File: config.mk
export PLATFORM = sky130hd
export DESIGN_NAME = cache_controller
export DESIGN_NICKNAME = d
export VERILOG_FILES = /design/src/rtl/cache_controller.sv
export SDC_FILE = /design/constraint.sdc
export NUM_CORES = 1
export LEC_CHECK = 0
export CORE_ASPECT_RATIO = 0.8
export CORE_MARGIN = 3
export CORE_UTILIZATION = 50
export DETAILED_ROUTE_END_ITERATION = 10
export PLACE_DENSITY = 0.7
export SLEW_MARGIN = 30
export SYNTH_ARGS = -nofsm -noshare
export SYNTH_HDL_FRONTEND = slang
export SYNTH_SLANG_ARGS = --single-unit
File: constraint.sdc
create_clock -name clk -period 5.15 [get_ports clk]
set_clock_uncertainty 0.15 [all_clocks]
set_input_delay 1.545 -clock clk [delete_from_list [all_inputs] [get_ports clk]]
set_output_delay 1.545 -clock clk [all_outputs]
set_load 0.01 [all_outputs]
File: src/rtl/cache_controller.sv
// Direct-mapped write-through, no-write-allocate byte cache; latency read hit 1, write 2, read miss 3.
// One request in flight: cpu_ready is high only in IDLE and requests seen while busy are dropped.
module cache_controller #(
  parameter int ADDR_W  = 8,
  parameter int DATA_W  = 8,
  parameter int INDEX_W = 4,
  parameter int CNT_W   = 16
) (
  input  logic              clk,
  input  logic              rst_n,
  input  logic              cpu_req,
  input  logic              cpu_we,
  input  logic [ADDR_W-1:0] cpu_addr,
  input  logic [DATA_W-1:0] cpu_wdata,
  output logic              cpu_ready,
  output logic              cpu_done,
  output logic [DATA_W-1:0] cpu_rdata,
  output logic              cpu_hit,
  output logic              mem_read_en,
  output logic              mem_write_en,
  output logic [ADDR_W-1:0] mem_address,
  output logic [DATA_W-1:0] mem_write_data,
  input  logic [DATA_W-1:0] mem_read_data,
  output logic [CNT_W-1:0]  hit_count,
  output logic [CNT_W-1:0]  miss_count
);

  localparam int TAG_W = ADDR_W - INDEX_W;
  localparam int LINES = 2 ** INDEX_W;

  typedef enum logic [2:0] {IDLE, LOOKUP, FILL, FILL_WAIT, WRITE_MEM} state_t;

  state_t             state;
  logic               req_we;
  logic [ADDR_W-1:0]  req_addr;
  logic [DATA_W-1:0]  req_wdata;
  logic               req_hit;
  logic [LINES-1:0]   valid;
  logic [TAG_W-1:0]   tag_arr  [LINES];
  logic [DATA_W-1:0]  data_arr [LINES];

  logic [INDEX_W-1:0] idx;
  logic [TAG_W-1:0]   req_tag;
  logic               lookup_hit;
  logic               line_we;
  logic [DATA_W-1:0]  line_wdata;

  assign idx        = req_addr[INDEX_W-1:0];
  assign req_tag    = req_addr[ADDR_W-1:INDEX_W];
  assign lookup_hit = valid[idx] && (tag_arr[idx] == req_tag);

  function automatic logic [CNT_W-1:0] sat_inc(input logic [CNT_W-1:0] v);
    return (&v) ? v : v + CNT_W'(1);
  endfunction

  // Line storage is written on a write hit (write-through update) or on fill completion.
  always_comb begin
    line_we    = 1'b0;
    line_wdata = req_wdata;
    if (state == LOOKUP && req_we && lookup_hit) begin
      line_we = 1'b1;
    end else if (state == FILL_WAIT) begin
      line_we    = 1'b1;
      line_wdata = mem_read_data;
    end
  end

  always_ff @(posedge clk) begin
    if (line_we) begin
      tag_arr[idx]  <= req_tag;
      data_arr[idx] <= line_wdata;
    end
  end

  always_ff @(posedge clk or negedge rst_n) begin
    if (!rst_n) begin
      state          <= IDLE;
      req_we         <= 1'b0;
      req_addr       <= '0;
      req_wdata      <= '0;
      req_hit        <= 1'b0;
      valid          <= '0;
      cpu_ready      <= 1'b1;
      cpu_done       <= 1'b0;
      cpu_rdata      <= '0;
      cpu_hit        <= 1'b0;
      mem_read_en    <= 1'b0;
      mem_write_en   <= 1'b0;
      mem_address    <= '0;
      mem_write_data <= '0;
      hit_count      <= '0;
      miss_count     <= '0;
    end else begin
      cpu_done <= 1'b0;
      case (state)
        IDLE: begin
          if (cpu_req) begin
            req_we    <= cpu_we;
            req_addr  <= cpu_addr;
            req_wdata <= cpu_wdata;
            cpu_ready <= 1'b0;
            state     <= LOOKUP;
          end
        end
        LOOKUP: begin
          if (lookup_hit) hit_count <= sat_inc(hit_count);
          else            miss_count <= sat_inc(miss_count);
          if (req_we) begin
            mem_write_en   <= 1'b1;
            mem_address    <= req_addr;
            mem_write_data <= req_wdata;
            req_hit        <= lookup_hit;
            state          <= WRITE_MEM;
          end else if (lookup_hit) begin
            cpu_rdata <= data_arr[idx];
            cpu_done  <= 1'b1;
            cpu_hit   <= 1'b1;
            cpu_ready <= 1'b1;
            state     <= IDLE;
          end else begin
            mem_read_en <= 1'b1;
            mem_address <= req_addr;
            state       <= FILL;
          end
        end
        FILL: begin
          mem_read_en <= 1'b0;
          state       <= FILL_WAIT;
        end
        FILL_WAIT: begin
          valid[idx] <= 1'b1;
          cpu_rdata  <= mem_read_data;
          cpu_done   <= 1'b1;
          cpu_hit    <= 1'b0;
          cpu_ready  <= 1'b1;
          state      <= IDLE;
        end
        WRITE_MEM: begin
          mem_write_en <= 1'b0;
          cpu_done     <= 1'b1;
          cpu_hit      <= req_hit;
          cpu_ready    <= 1'b1;
          state        <= IDLE;
        end
        default: state <= IDLE;
      endcase
    end
  end

endmodule
==> reports/metrics.yaml <==
status: "complete, no violations"
post_cts_buffers: 0
fmax_mhz: 245.0
path_cells: "nor2b_1 > a22oi_1 > a22oi_1 > nand4_1 > nand4b_2 > o21a_1 > nor3_1 > buf_4"
syn-num-nets: 782
num_antenna_cells: 0
clkTransAtPathRegs_ns: 0.07
core-area_sq_um: 22990
fin_ws_ns: 1.069
drt_iter0_drc: 777
clock_path_buffers: 3
peakVddDrop_v: 0.0003075
io_pins: 89
period_share_pct: 79.25
grt_overflow: 0
rr_startpoint: "req_addr[2]"
maxSlewViolCount: 0
numCtsBuffers: 28
routed_wl_um: 27580
die_area_sq_um: 25840
ys_seq_area_share_pct: 68.68
netlist_area_sq_um: 11970
grt_pass1_vias: 7127
numPortBuffers: 88
cp_max_fo: 16
path_buf_inv: 1
worstHoldStart: "valid[13]"
grt_pass1_wl_um: 42590
dp_slack_ns: 1.104
clockRootBuffer: "clkbuf_16"
grt_max_degree: 68
finalHoldViolCount: 0
synth-seq-cells: 290
clock-sinks: 290
fin_area_sq_um: 14210
fillers: 1659
synthTopCellsByArea: "edfxtp_1 (48%), dfrtp_1 (20%), mux4_2 (9.8%)"
end_kind: "flip-flop"
cpPeakStageDelay_ns: 0.79
cts_htree_levels: 1
area_growth_pct: 18.77
antenna_found_initial: 0
finalSetupTns_ns: 0
cts_resized: 0
crit_top_cell: "a22oi_1"
dp_hpwl_um: 18290
rsz0062_at_grt: "no"
syn_avg_cell_area_sq_um: 15.91
vias: 7105
postPlaceCellArea_sq_um: 13280
start_util_pct: 52.05
final_antenna_net_count: 0
synth.distinct_cells: 55
layout_commonest_cell: "edfxtp_1"
gp_congestion: 0.8686
arrival_ns: 4.17
hold_buffers: 0
seq_area_sq_um: 8227
min_path_cells: 1
cap_violations: 0
crit_required_ns: 5.24
p_leak_nw: 5.250
hp-class: "reg -> reg"
yosys_warnings: 0
cpLargestDelayFamily: "simple AND/OR/NAND/NOR gates"
multiInputGateArea_sq_um: 3533
async_flop_share_pct: 33.79
synth-edff-count: 192
detail_route.first_pass.iterations: 5
drive_above_1_share_pct: 19.18
power_w: 0.008139
crit_path_top_delay_cell: "nor2b_1"
synthCells: 752
reg2regPathDepth: 8
synth_top_cell_by_area: "edfxtp_1"
rr_endpoint: "data_arr[7][5]"
setup_viol: 0
worst-setup-path-type: "reg -> reg"
viasPerCell: 6.011
hold_path_end: "valid[13]"
mostFrequentLayoutCells: "edfxtp_1 (192), dfrtp_1 (95), clkdlybuf4s50_1 (87)"
grt_usage_pct: 21.75
final_nets: 885
max-slew-margin-rel_pct: 39.88
clk_latency_ns: 0.54
cts_tree: "done"
drc: 0
powerDensity_nw_per_um2: 572.7
fin_crit_ns: 4.081
critPathLaunchType: "flip-flop"
synth_ff_type: "edfxtp_1"
chipWidth_um: 179.0
r2r_slack_ns: 1.07
die_h_um: 144.4
wire_per_inst_um: 23.34
synth_top_cell_area_share_pct: 48.18
num_rows: 49
worstMarginPinSlew_ns: 0.8999
-- stage by stage --
stage / utilization (%) / hold slack (ns) / instances
2_1_floorplan: - / 0.2726 / 752
3_3_place_gp: 57.74 / 0.2831 / 1131
3_5_place_dp: 57.75 / 0.2891 / 1131
4_1_cts: 61.81 / 0.3035 / 1182
5_1_grt: 61.82 / 0.3201 / 1182
6_report: 61.82 / 0.3041 / 1182
-- where the power goes --
part	total, W	switching (W)	internal [W]	leakage, nW
clock	0.00205	0.000854	0.00120	0.450
sequential	0.00360	0.000497	0.00311	2.97
combinational	0.00248	0.00133	0.00116	1.83
total	0.00814	0.00268	0.00546	5.25
-- routing by layer --
layer,track usage (%),part of all wire [%],up-vias
li1,-,-,3108
met1,33.75,45,3656
met2,33.65,46,309
met3,3.570,7.3,32
met4,3.320,1.4,0
met5,0,0,-
-- cell usage after synthesis, types with 6 or more instances --
cell type and n:
edfxtp_1 192, dfrtp_1 97, nand2_1 78, mux4_2 52
nor2_1 32, clkbuf_1 27, mux2_2 25, xnor2_1 15
xor2_1 15, mux2i_1 14, nand3_1 14, nor3_1 13
a21o_1 12, a31oi_1 12, and3_1 11, buf_2 10
inv_1 10, a22o_1 9, a221oi_1 8, nand4_1 8
o21ai_0 8, o31ai_1 8, a22oi_1 7, nor4_1 7
or4_1 7, nor2b_1 6, or3_1 6
-- worst max path at each step --
| stage | startpoint | end | slack [ns] | cells after the start |
|---|---|---|---|---|
| CTS | req_addr[1] | data_arr[7][5] | 1.09 | 9 |
| finish | req_addr[2] | data_arr[7][5] | 1.07 | 8 |
| detailed placement | req_addr[1] | data_arr[7][6] | 1.10 | 9 |
| global route | req_addr[2] | data_arr[7][4] | 0.74 | 8 |
| global placement | req_addr[1] | data_arr[7][1] | 1.01 | 9 |
| floorplan | req_addr[1] | data_arr[12][0] | 1.28 | 8 |
-- cells by family (layout without fill, tap and decap cells) --
logic type	after synthesis	in the layout	synth area share (%)
buf+inv	55	179	2.081
flops	290	290	68.68
mux	91	91	13.31
simple gates	202	202	8.302
compound gates	82	82	5.218
xor+xnor	30	30	2.196
fa+ha+maj	2	2	0.2091
-- cell type report --
type                    instances  area share [%]
clock buffers                  31           5.009
clock inverters                20           1.549
inverters                      11          0.2905
multi-input cells             407           24.86
flip-flops and latches        290           57.88
well taps                     306           2.694
repair buffers                117           7.712
-- registers in the layout, indices dropped and copies added, names as in the netlist --
signal and cells:
hit_count 16, cpu_hit 1, tag_arr 64, cpu_rdata 8
cpu_ready 1, mem_read_en 1, valid 16, cpu_done 1
req_we 1, miss_count 16, state 3, data_arr 128
mem_write_en 1, mem_address 8, req_addr 8, req_hit 1
mem_write_data 8, req_wdata 8
Note: power is estimated with default switching activity, not from simulation.
